[config.mk]
export PLATFORM = sky130hd
export DESIGN_NAME = bcd_convert_scheduler_flat
export DESIGN_NICKNAME = d
export VERILOG_FILES = /design/src/rtl/bcd_convert_scheduler_if.sv /design/src/rtl/bcd_convert_scheduler.sv /design/src/flat_wrapper.sv
export SDC_FILE = /design/constraint.sdc
export NUM_CORES = 1
export LEC_CHECK = 0
export ABC_AREA = 1
export CAP_MARGIN = 20
export CELL_PAD_IN_SITES_DETAIL_PLACEMENT = 0
export CELL_PAD_IN_SITES_GLOBAL_PLACEMENT = 1
export CORE_MARGIN = 4
export CORE_UTILIZATION = 35
export DETAILED_ROUTE_END_ITERATION = 10
export PLACE_DENSITY = 0.72
export SYNTH_ARGS = -nofsm -noshare
export SYNTH_HDL_FRONTEND = slang
export SYNTH_SLANG_ARGS = --single-unit
[constraint.sdc]
create_clock -name clk -period 3.87 [get_ports clk]
set_input_delay 0.5805 -clock clk [delete_from_list [all_inputs] [get_ports clk]]
set_output_delay 0.5805 -clock clk [all_outputs]
set_load 0.02 [all_outputs]
[src/rtl/bcd_convert_scheduler_if.sv]
// Request/grant and result bundle between the two requesters and the shared
// binary-to-BCD conversion engine.
interface bcd_convert_scheduler_if #(
  parameter int BIN_W  = 19,
  parameter int DIGITS = 6
);
  logic                  req0;
  logic [BIN_W-1:0]      bin0;
  logic                  gnt0;
  logic                  req1;
  logic [BIN_W-1:0]      bin1;
  logic                  gnt1;
  logic                  busy;
  logic                  done;
  logic                  done_id;
  logic [4*DIGITS-1:0]   bcd_out;

  modport master (
    output req0, bin0, req1, bin1,
    input  gnt0, gnt1, busy, done, done_id, bcd_out
  );

  modport slave (
    input  req0, bin0, req1, bin1,
    output gnt0, gnt1, busy, done, done_id, bcd_out
  );
endinterface

[src/rtl/bcd_convert_scheduler.sv]
// Round-robin arbiter in front of one iterative shift-add-3 binary-to-BCD engine
// that converts one operand bit per clock.
module bcd_convert_scheduler #(
  parameter int BIN_W  = 19,
  parameter int DIGITS = 6
) (
  input  logic                     clk,
  input  logic                     rst_n,
  bcd_convert_scheduler_if.slave   bus
);
  localparam int ACC_W = 4 * DIGITS;
  localparam int CNT_W = $clog2(BIN_W + 1);
  localparam logic [CNT_W-1:0] LAST_SHIFT = CNT_W'(BIN_W - 1);

  typedef enum logic [1:0] {IDLE, SHIFT, DONE} state_t;

  state_t            state, next_state;
  logic [BIN_W-1:0]  shreg;
  logic [ACC_W-1:0]  acc;
  logic [ACC_W-1:0]  acc_adj;
  logic [ACC_W-1:0]  acc_nxt;
  logic [CNT_W-1:0]  cnt;
  logic              rr;
  logic              cur_id;
  logic              winner;
  logic              take;
  logic              finish;
  logic              gnt0, gnt1;
  logic              done_id;
  logic [ACC_W-1:0]  bcd_out;

  // Each digit >= 5 is bumped by 3 with 4-bit wrap; no carry between digits.
  function automatic logic [ACC_W-1:0] add3_digits(input logic [ACC_W-1:0] a);
    logic [ACC_W-1:0] r;
    r = a;
    for (int i = 0; i < DIGITS; i++) begin
      if (a[4*i +: 4] >= 4'd5) r[4*i +: 4] = a[4*i +: 4] + 4'd3;
    end
    return r;
  endfunction

  assign winner  = (bus.req0 & bus.req1) ? ~rr : bus.req1;
  assign acc_adj = add3_digits(acc);
  assign acc_nxt = {acc_adj[ACC_W-2:0], shreg[BIN_W-1]};

  always_comb begin
    next_state = state;
    take       = 1'b0;
    finish     = 1'b0;
    case (state)
      IDLE: begin
        if (bus.req0 | bus.req1) begin
          take       = 1'b1;
          next_state = SHIFT;
        end
      end
      SHIFT: begin
        if (cnt == LAST_SHIFT) begin
          finish     = 1'b1;
          next_state = DONE;
        end
      end
      DONE:    next_state = IDLE;
      default: next_state = IDLE;
    endcase
  end

  always_ff @(posedge clk) begin
    if (!rst_n) state <= IDLE;
    else        state <= next_state;
  end

  // Control and published results; reset discards any in-flight conversion.
  always_ff @(posedge clk) begin
    if (!rst_n) begin
      gnt0    <= 1'b0;
      gnt1    <= 1'b0;
      rr      <= 1'b1;
      cur_id  <= 1'b0;
      cnt     <= '0;
      done_id <= 1'b0;
      bcd_out <= '0;
    end else begin
      gnt0 <= take & ~winner;
      gnt1 <= take & winner;
      if (take) begin
        rr     <= winner;
        cur_id <= winner;
        cnt    <= '0;
      end else if (state == SHIFT) begin
        cnt <= cnt + 1'b1;
      end
      if (finish) begin
        bcd_out <= acc_nxt;
        done_id <= cur_id;
      end
    end
  end

  // Conversion datapath: loaded on grant, shifted once per SHIFT cycle.
  always_ff @(posedge clk) begin
    if (take) begin
      shreg <= winner ? bus.bin1 : bus.bin0;
      acc   <= '0;
    end else if (state == SHIFT) begin
      shreg <= shreg << 1;
      acc   <= acc_nxt;
    end
  end

  assign bus.gnt0    = gnt0;
  assign bus.gnt1    = gnt1;
  assign bus.busy    = (state != IDLE);
  assign bus.done    = (state == DONE);
  assign bus.done_id = done_id;
  assign bus.bcd_out = bcd_out;
endmodule
[src/flat_wrapper.sv]
// flat-port wrapper written by rule: the top's interface ports become plain ports
module bcd_convert_scheduler_flat 
#(
  parameter int BIN_W  = 19,
  parameter int DIGITS = 6
)
  (clk, rst_n, bus_req0, bus_bin0, bus_req1, bus_bin1, bus_gnt0, bus_gnt1, bus_busy, bus_done, bus_done_id, bus_bcd_out);
  bcd_convert_scheduler_if #(.BIN_W(BIN_W), .DIGITS(DIGITS)) bus_i ();
  input  logic clk;
  input  logic rst_n;
  input wire logic [$bits(bus_i.req0)-1:0] bus_req0;
  input wire logic [$bits(bus_i.bin0)-1:0] bus_bin0;
  input wire logic [$bits(bus_i.req1)-1:0] bus_req1;
  input wire logic [$bits(bus_i.bin1)-1:0] bus_bin1;
  output wire logic [$bits(bus_i.gnt0)-1:0] bus_gnt0;
  output wire logic [$bits(bus_i.gnt1)-1:0] bus_gnt1;
  output wire logic [$bits(bus_i.busy)-1:0] bus_busy;
  output wire logic [$bits(bus_i.done)-1:0] bus_done;
  output wire logic [$bits(bus_i.done_id)-1:0] bus_done_id;
  output wire logic [$bits(bus_i.bcd_out)-1:0] bus_bcd_out;
  assign bus_i.req0 = bus_req0;
  assign bus_i.bin0 = bus_bin0;
  assign bus_i.req1 = bus_req1;
  assign bus_i.bin1 = bus_bin1;
  assign bus_gnt0 = bus_i.gnt0;
  assign bus_gnt1 = bus_i.gnt1;
  assign bus_busy = bus_i.busy;
  assign bus_done = bus_i.done;
  assign bus_done_id = bus_i.done_id;
  assign bus_bcd_out = bus_i.bcd_out;
  bcd_convert_scheduler #(.BIN_W(BIN_W), .DIGITS(DIGITS)) u_core (.clk(clk), .rst_n(rst_n), .bus(bus_i));
endmodule
# Word level (Yosys, flattened, before mapping)
# Cells that the tools add are included.
[totals] reg_bits=79 inputBits=42 output_inout_bits=29 word_cells=57
[classes] n_addsub=7 magnitude_cmp=6 eq_ne=5 muxes=17 bitwise_logic=7 reduce_logical=5
[ops] operator="19-bit 2-to-1 mux" count=3
[ops] operator="4-bit by 3-bit >= comparator with 1-bit output, second input constant" count=6
[ops] operator="4-bit by 2-bit adder with 4-bit output, second input constant" count=5
[ops] operator="4-bit 2-to-1 mux" count=5
[ops] operator="5-bit by 1-bit adder with 5-bit output, second input constant" count=1
[ops] operator="5-bit == test, second input constant" count=1
[ops] operator="1-bit 2-to-1 mux" count=5
[ops] operator="2-bit 2-to-1 mux" count=2
[ops] operator="2-bit by 1-bit != test with 1-bit output, second input constant" count=2
[ops] operator="2-bit case mux with 2 select lines" count=1
[ops] operator="2-bit nonzero test" count=2
[ops] operator="3-bit by 2-bit adder with 3-bit output, second input constant" count=1
[ops] operator="1-bit bitwise AND" count=3
[ops] operator="3-bit 2-to-1 mux" count=1
[ops] operator="1-bit inverter" count=3
[ops] operator="2-bit by 1-bit == test with 1-bit output, second input constant" count=1
[ops] operator="2-bit == test, second input constant" count=1
[ops] operator="2-bit zero test" count=1
[ops] operator="2-bit AND reduction" count=1
[ops] operator="2-bit OR reduction" count=1
[ops] operator="1-bit bitwise OR" count=1

# Logic depth before layout (Yosys ltp)
# Gate-level depths: netlist of the first run.
[logic_depth] ltp_word=4 ltp_mapped=10 depth_no_buf=9

# Worst setup path after synthesis of the first run
# OpenSTA, ideal clock, no wires.
[synth_timing] path_kind="input -> register" from="in bus_req1" to="reg u_core.acc[22]" setup_ps=69 t_arrival_ps=1483 required_ps=3801 path_slack_ps=2318 path_stages=6 n_path_buf=1 path_cell_list="o21ai_2 -> nand2_4 -> inv_4 -> buf_6 -> nand2_1 -> o21ai_1"
[synth_via] elab_chain_len=3
[synth_rtl] item="start: declaration" line="flat_wrapper.sv:13" text="input wire logic [$bits(bus_i.req1)-1:0] bus_req1;"
[synth_rtl] item="1-bit bitwise OR" line="bcd_convert_scheduler.sv:52" text="if (bus.req0 | bus.req1) begin"
[synth_rtl] item="1-bit 2-to-1 mux" line="bcd_convert_scheduler.sv:52"
[synth_rtl] item="1-bit 2-to-1 mux" line="bcd_convert_scheduler.sv:50" text="case (state)"
[synth_rtl] item="end signal: assignment" line="bcd_convert_scheduler.sv:107" text="acc <= acc_nxt;"
[synth_rtl] item="end: declaration" line="bcd_convert_scheduler.sv:19" text="logic [ACC_W-1:0] acc;"
# Every way passes these cells.
# A chain may end at the register's enable or synchronous reset.

# Worst setup path in the final report of the first run
[layout_timing] from="reg u_core.state[1]" to="out bus_done"
[layout_via] elab_chain_len=1
[layout_rtl] item="start: declaration" line="bcd_convert_scheduler.sv:17" text="state_t state, next_state;"
[layout_rtl] item="start signal: assignment" line="bcd_convert_scheduler.sv:70" text="else state <= next_state;"
[layout_rtl] item="2-bit == test" line="bcd_convert_scheduler.sv:114" text="assign bus.done = (state == DONE);"
[layout_rtl] item="end: declaration" line="flat_wrapper.sv:18" text="output wire logic [$bits(bus_i.done)-1:0] bus_done;"
# Every way passes these cells.

==> metrics, run 1 <==
run status finished, final reports clean; post-synth cell types 26; hpwl dp 6.44 mm; row count 37; Worst Setup Path Type reg2out; RePlAce Congestion approximately 0.79; Layout Nets 641; Max Clk Rate ~0.47 GHz; endpoints failing setup 0; ant diodes 0; Post-Synthesis Cells ~520; crit path max fanout 3; Post-Syn Area around 3800 um2; die area approximately 13000 um2; utilization after layout between 40% and 50%; root buf cell clkbuf_8; Setup Fix Bufs, Post-CTS 0; PortBufs 70; top cells by area, synth dfxtp_1 31%, nand2_1 19%, edfxtp_1 15%, inv_1 6.1%, nand3_1 5.2%; DR WL/cell 12.6 um; drt initial violations around 190; crit start category register; measured slew at the worst slew-check pin between 0.8 and 0.9 ns; syn_area_per_cell around 7.4 um2; H-Tree Level Count 3; Worst-Skew Late Latency between 0.3 and 0.4 ns; Yosys top cell by area dfxtp_1; fillers between 1000 and 1500; critical-path cell list inv_1 > nor2_1 > clkdlybuf4s50_1; area share of the largest cell type after synthesis a little under a third; CTS tree built; Hold-fix buffers, CTS 0; final worst path period share between 50% and 60%; share of cells above drive strength 1 under 10%; crit path max-delay cell type clkdlybuf4s50_1; Post-Synth XOR/XNOR Area less than 1%; Area Growth Syn to Fin 26.3%; CTS sink cnt between 70 and 80; Max-slew headroom about 41%; Tot Pwr 1870 uW; Top Ports 71; die height between 100 and 150 um; worst-case vdd ir drop roughly 190 uV; CP peak stage delay approximately 0.62 ns; Clock Path Buffers 2; Residual DRC 0; clock-pin slew on the worst setup and hold paths 0.08 ns; Simple-Gate Fraction of Synth Area between 30% and 40%; PostCTS Resize Cnt 0; Synth Register Bits 79; Final Hold Fails 0; syn_nets around 570; largest family of logic cells by synthesized area simple AND/OR/NAND/NOR gates; RSZ-0062 raised after global routing no; Synth Area in Compound Gates 8.42%; vias per cell ~4.7; Die Span X between 100 and 150 um; max-cap violations 0; Setup TNS 0 ns; Total Routed Length 9.15 mm; grt ovf 0; max-slew violation count 0; Post-DRT Antenna Nets 0; Setup crit end kind output port; Initial Util between 30 and 40%; Leak Pwr between 0.002 and 0.0025 uW; via count approximately 3400; PD cells 388 nW/um2; min cycle time layout between 2 and 2.5 ns; Post-Synth Adder-Cell Area about 4.6%; Num CTS Buffers 9; mux share of post-synthesis cell area 0%; largest net degree at the start of global routing 28; initial antenna violation count 0; DRT Pass-1 Iters 4; gr usage total between 10% and 20%; CP required about 3.3 ns; Worst Skew approximately 0.0095 ns; vias in the first global route 3295; Ys Warns 0; Seq/Total Area, Yosys 46.4%; Arrival @ worst endpoint 1.53 ns; Hold WC Path Type reg2reg; first-pass GRT wire length approximately 15 mm; core area ~10000 um2
## sequential cells by signal, indices dropped and copies added (netlist names)
register            count
u_core.shreg           19
u_core.state            2
u_core.bus.bcd_out     24
u_core.rr               1
u_core.bus.done_id      1
u_core.acc             24
u_core.cur_id           1
u_core.cnt              5
u_core.bus.gnt1         1
u_core.bus.gnt0         1
## through the flow
stage	setup slack [ns]	hold WS [ns]	std cells	instance area, um2
2_1_floorplan	2.32	0.433	517	3820
3_3_place_gp	1.28	0.448	709	4600
3_5_place_dp	1.46	0.450	710	4600
4_1_cts	1.72	0.464	726	4820
5_1_grt	1.49	0.502	726	4820
6_report	1.76	0.459	726	4820
## cell type report
cell class	count	area, um2	area share, %
sequential	79	1770	36.7
multi-input combinational	359	1700	35.3
timing repair buffer	73	723	15.0
inverter	63	239	4.95
tap	136	170	3.53
clock buffer	12	168	3.48
clock inverter	4	51.3	1.06
## cell usage in the layout, fill, tap and decap left out, types with 4 or more instances in the layout
master and count:
nand2_1 193, clkdlybuf4s50_1 70, inv_1 62, dfxtp_1 60, nand3_1 40, nor2_1 29
o21ai_0 25, a21oi_1 25, edfxtp_1 19, ha_1 14, nand4_1 13, clkbuf_8 10
o21ai_1 5, a21boi_0 4
## power breakdown
part	internal (uW)	switching [uW]
combinational	104	157
sequential	916	32.1
clock	358	305
## worst max-delay path: cells and delay by family (launching register included)
| family | cells | cell delay [ns] |
|---|---|---|
| buffers and inverters | 2 | 0.69 |
| flip-flops | 1 | 0.40 |
| AND/OR/NAND/NOR | 1 | 0.10 |
## final timing paths
path,start,endpoint,slack (ns),cells past startpoint
worst max-delay path,u_core.state[1]$_SDFFE_PN0P_,bus_done,1.76,3
worst min-delay path,u_core.acc[21]$_SDFFE_PP0P_,u_core.acc[21]$_SDFFE_PP0P_,0.46,2
worst max register to register,u_core.state[1]$_SDFFE_PN0P_,u_core.bus.done_id$_SDFFE_PN0P_,1.78,5
worst min register to register,u_core.acc[21]$_SDFFE_PP0P_,u_core.acc[21]$_SDFFE_PP0P_,0.46,2
## synthesized netlist by cell type
| library cell | n |
|---|---|
| nand3_1 | 40 |
| nand3_4 | 1 |
| edfxtp_1 | 19 |
| nand2_4 | 1 |
| nor2_1 | 29 |
| dfxtp_1 | 60 |
| clkbuf_1 | 5 |
| inv_1 | 62 |
| a21oi_1 | 25 |
| o21a_1 | 1 |
| nand4_1 | 13 |
| o21ai_2 | 1 |
| ha_1 | 14 |
| o21ai_1 | 5 |
| xnor2_1 | 1 |
| nand2_1 | 193 |
| a21boi_0 | 4 |
| nor2_4 | 3 |
| nor3_1 | 1 |
| buf_4 | 1 |
| buf_6 | 5 |
| buf_2 | 5 |
| nor2_2 | 1 |
| inv_4 | 1 |
| or2_2 | 1 |
| o21ai_0 | 25 |
## cell families after synthesis
| kind of cell | after synthesis |
|---|---|
| AND/OR/NAND/NOR | 283 |
| flip-flops | 79 |
| AO/OA/AOI/OAI | 61 |
| adder cells (fa/ha/maj) | 14 |
| XOR/XNOR | 1 |
| buffers and inverters | 79 |
## routing by layer
metal	global-route usage, %	routed length [um]
met2	25.0	4250
met5	0	0
met1	18.9	4390
met4	3.45	46
met3	4.26	453
Note: power is estimated with default switching activity, not from simulation.
==> run 2, diff against run 1 <==
CORE_UTILIZATION = 34   (was 35)
PLACE_DENSITY = 0.73   (was 0.72)
clock period = 1.8 ns   (was 3.87 ns; I/O delays follow)
==> run 2 against run 1 <==
- setup slack got worse by 1.5 ns
- via count about the same
- core utilization decreased by 0.14 points
- wire length increased by 0.43%
- clock power increased to 2.9 times the previous value
- clock skew decreased by 0.00074 ns
- cell count increased by 1.7%
- highest routed layer unchanged
==> metrics, run 2 (synthesis gave the netlist of run 1 again) <==
run status finished, final reports clean; fillers between 1000 and 1500; Clock Path Buffers 2; clock-pin slew on the worst setup and hold paths around 0.060 ns; Hold Crit Depth 2; switching pwr around 1100 uW; Hold WC Path Type reg2reg; Arrival @ worst endpoint between 1 and 1.5 ns; PortBufs 70; dpl cells between 700 and 800; Residual DRC 0; power share of the clock group about two fifths; DR WL/cell 12.4 um; Final Hold Fails 0; DRT Pass-1 Iters 5; Int Pwr 3430 uW; Logic pwr share 13.2%; CTS sink cnt 79; Layout Nets 649; RePlAce Congestion slightly below 0.8; switching share of power around a quarter; Max Clk Rate ~0.63 GHz; CP required between 1.5 and 2 ns; hpwl dp roughly 6.6 mm; Setup TNS 0 ns; Setup Fix Bufs, Post-CTS 0; grt ovf 0; gr usage total 15.2%; vias in the first global route 3404; die height 114 um; Hold-fix buffers, CTS 0; vias per cell 4.61; Num CTS Buffers 9; CP top delay family buffers and inverters; first-pass GRT wire length roughly 16 mm; root buf cell clkbuf_16; biggest regs u_core.acc: 24 flops, u_core.bus.bcd_out: 24 flops, u_core.shreg: 19 flops; via count ~3400; final non-filler cell total approximately 740; endpoints failing setup 0; Leak Pwr around 0.0022 uW; largest net degree at the start of global routing 24; row count 38; Worst Setup Path Type reg2out; CP peak stage delay about 0.63 ns; Initial Util approximately a third; max-slew violation count 0; share of cells above drive strength 1 roughly 5.7%; Worst Skew about 0.0087 ns; most common cell after layout, fill and taps aside nand2_1; FF-to-FF setup slack 0.34 ns; drt initial violations 150; worst-case vdd ir drop between 400 and 500 uV; crit path max-delay cell type clkdlybuf4s50_1; most frequent cells in the layout 193 x nand2_1, 68 x clkdlybuf4s50_1, 62 x inv_1; Total Routed Length 9.19 mm; die area between 10000 and 15000 um2; critical-path cell list clkdlybuf4s50_1; min cycle time layout 1.58 ns; crit start category register; CP bufs+invs 1; PD cells roughly 900 nW/um2; measured slew at the worst slew-check pin approximately 0.48 ns; Post-DRT Antenna Nets 0; Top Ports roughly 70; total stage count of the critical path 1; final worst path period share 87.8%; RSZ-0062 raised after global routing no; Sequential Power Share 44.9%; Die Span X between 100 and 150 um; crit path max fanout 2; ant diodes 0; max-cap violations 0; Worst-Skew Late Latency 0.34 ns; core area about 11000 um2; H-Tree Level Count 3; reg2reg path depth 9; CTS tree built; Area Growth Syn to Fin 31.6%; initial antenna violation count 0; Setup crit end kind output port; Max-slew headroom between 60% and 70%
run 2: final timing paths:
kind | startpoint | end
setup / recovery | u_core.bus.bcd_out[4]$_SDFFE_PN0P_ | bus_bcd_out[4]
hold / removal | u_core.acc[21]$_SDFFE_PP0P_ | u_core.acc[21]$_SDFFE_PP0P_
setup reg to reg | u_core.cnt[0]$_SDFFE_PP0P_ | u_core.bus.bcd_out[7]$_SDFFE_PN0P_
hold reg to reg | u_core.acc[21]$_SDFFE_PP0P_ | u_core.acc[21]$_SDFFE_PP0P_
run 2: layout make-up:
class                      count  area, um2  share of cell area [%]
clock buffer                  11        233                    4.63
clock inverter                 5       73.8                    1.47
inverter                      63        239                    4.75
multi-input combinational    359       1700                    33.9
sequential                    79       1770                    35.3
tap                          140        175                    3.49
timing repair buffer          81        831                    16.5
run 2: power by group through the flow:
stage | registers [uW] | clock network, uW | logic, uW
floorplan | 2060 | 0 | 367
global placement | 2070 | 0 | 594
detailed placement | 2070 | 0 | 603
CTS | 2040 | 1960 | 605
global route | 2050 | 2040 | 672
finish | 2040 | 1900 | 597
run 2: stage by stage:
stage	power, uW	setup slack (ns)	area (um2)	hold slack, ns	util, %
after floorplan	2430	0.502	3820	0.425	-
after global placement	2670	0.119	4720	0.447	43.2
after detailed placement	2680	0.0999	4720	0.452	43.2
after CTS	4610	0.188	5030	0.461	46.0
after global routing	4770	0.171	5030	0.479	46.0
final	4540	0.220	5030	0.461	46.0
run 2: per-layer routing:
layer / track usage (%) / wire length, um
met1: 19.2 / 4370
met2: 23.8 / 4020
met3: 4.83 / 613
met4: 6.81 / 181
met5: 0 / 0
run 2: repair_timing:
| item | 4_1_cts | 5_1_grt |
|---|---|---|
| gates resized for setup | 3 | 0 |
| hold endpoints to repair | 0 | 0 |
| setup endpoints to repair | 2 | 0 |
run 2: tightest hold or removal path, stage by stage, from the launching register on:
cell and delay [ns]:
dfxtp_1 0.31, nand2_1 0.06, o21ai_1 0.05
==> run 3, diff against run 2 <==
RECOVER_POWER = 25   (was default)
==> run 3 against run 2 <==
- design area is 0.37% lower
- register-to-register slack worse by 0.10 ns
- non-clock buffer count stayed put
- core utilization is 0.17 points lower
- clock power hardly changed
- power is 0.15% lower
- sequential power hardly changed
- critical endpoint is now bus_busy
- die area stayed put
- sequential share of layout area is 0.13 points higher
- sequential cell count stayed put
==> metrics, run 3 (synthesis gave the netlist of run 1 again) <==
root buf cell clkbuf_16; Top Ports 71; most frequent cells in the layout 194 x nand2_1, 68 x clkdlybuf4s50_1, 62 x inv_1; share of cells above drive strength 1 under 10%; Layout Nets about 650; Num CTS Buffers 9; vias per cell about 4.6; largest net degree at the start of global routing 24; crit path max fanout 3; DRT Pass-1 Iters 4; max-slew violation count 0; Setup TNS 0 ns; Area Growth Syn to Fin 31.1%; initial antenna violation count 0; Final Hold Slack ~0.46 ns; ant diodes 0; Max-slew headroom 67.8%; Multi-input gate area 1690 um2; Worst-Skew Late Latency 0.34 ns; FF-to-FF setup slack ~0.24 ns; vias in the first global route 3404; Setup crit end kind output port; Arrival @ worst endpoint around 1.3 ns; fillers 1135; drt initial violations between 150 and 200; measured slew at the worst slew-check pin approximately 0.48 ns; CTS sink cnt 79; Tot Pwr ~4500 uW; max-cap violations 0; hpwl dp around 6.6 mm; endpoints failing setup 0; RePlAce Congestion between 0.7 and 0.8; fin area roughly 5000 um2; clock-pin slew on the worst setup and hold paths approximately 0.050 ns; first-pass GRT wire length 15.6 mm; die height approximately 110 um; DR WL/cell between 10 and 15 um; Max Clk Rate 0.627 GHz; H-Tree Level Count 3; Worst Setup Path Type reg2out; utilization after layout 45.8%; reg2reg path depth 5; CTS tree built; Hold Crit Depth 2; worst-case vdd ir drop approximately 470 uV; Hold-fix buffers, CTS 0; Setup Fix Bufs, Post-CTS 0; gr usage total roughly 15%; RSZ-0062 raised after global routing no; Die Span X approximately 110 um; Clock Path Buffers 2; row count 38; Worst Skew slightly below 0.009 ns; most common cell after layout, fill and taps aside nand2_1; Total Routed Length ~9 mm; die area between 10000 and 15000 um2; PostCTS Resize Cnt 3; Hold WC Path Type reg2reg; Leak Pwr 0.00218 uW; crit start category register; min cycle time layout 1.59 ns; Placement Cell Area roughly 4700 um2; Final Hold Fails 0; core area around 11000 um2; PortBufs 70; Post-DRT Antenna Nets 0; Residual DRC 0; final worst path period share between 80% and 90%; Sequential Area between 1500 and 2000 um2; grt ovf 0; Initial Util between 30% and 40%; PD cells slightly above 900 nW/um2; CP required around 1.5 ns; biggest regs u_core.acc: 24 flops, u_core.bus.bcd_out: 24 flops, u_core.shreg: 19 flops; run status finished, final reports clean; via count 3400
-- run 3: cell types whose count changed in the layout (fill, tap and decap cells not counted), sizes merged --
cell,change
clkbuf,+3
buf,-3
-- run 3: worst max-delay path: stages (launching register included) --
cell and delay, ns:
dfxtp_1 0.35, nor2_1 0.22, inv_1 0.09, dlygate4sd2_1 0.33
-- run 3: metrics by stage --
stage / cells / setup WS [ns]
global placement: 722 / 0.119
global route: 738 / 0.0896
CTS: 738 / 0.188
finish: 738 / 0.206
floorplan: 517 / 0.502
detailed placement: 722 / 0.0999
-- run 3: cell type report --
| class | count | area share (%) |
|---|---|---|
| tap | 140 | 3.50 |
| timing repair buffer | 81 | 16.4 |
| sequential | 79 | 35.4 |
| inverter | 63 | 4.77 |
| clock inverter | 5 | 1.47 |
| clock buffer | 11 | 4.65 |
| multi-input combinational | 359 | 33.8 |
-- run 3: layer usage --
metal	vias up	part of all wire (%)	GRT usage (%)
met3	11	6.8	4.83
met5	-	0	0
met4	0	2.0	6.81
li1	1796	-	-
met1	1502	47	19.2
met2	91	44	23.8
-- run 3: final timing paths --
kind / from / endpoint
setup / recovery: u_core.state[1]$_SDFFE_PN0P_ / bus_busy
hold / removal: u_core.acc[21]$_SDFFE_PP0P_ / u_core.acc[21]$_SDFFE_PP0P_
setup reg to reg: u_core.state[1]$_SDFFE_PN0P_ / u_core.acc[19]$_SDFFE_PP0P_
hold reg to reg: u_core.acc[21]$_SDFFE_PP0P_ / u_core.acc[21]$_SDFFE_PP0P_
-- run 3: power by group --
part | switching [uW] | total (uW) | internal [uW] | leakage, uW
clock | 700 | 1910 | 1210 | 0.000151
sequential | 65.6 | 2040 | 1970 | 0.000680
combinational | 345 | 589 | 244 | 0.00135
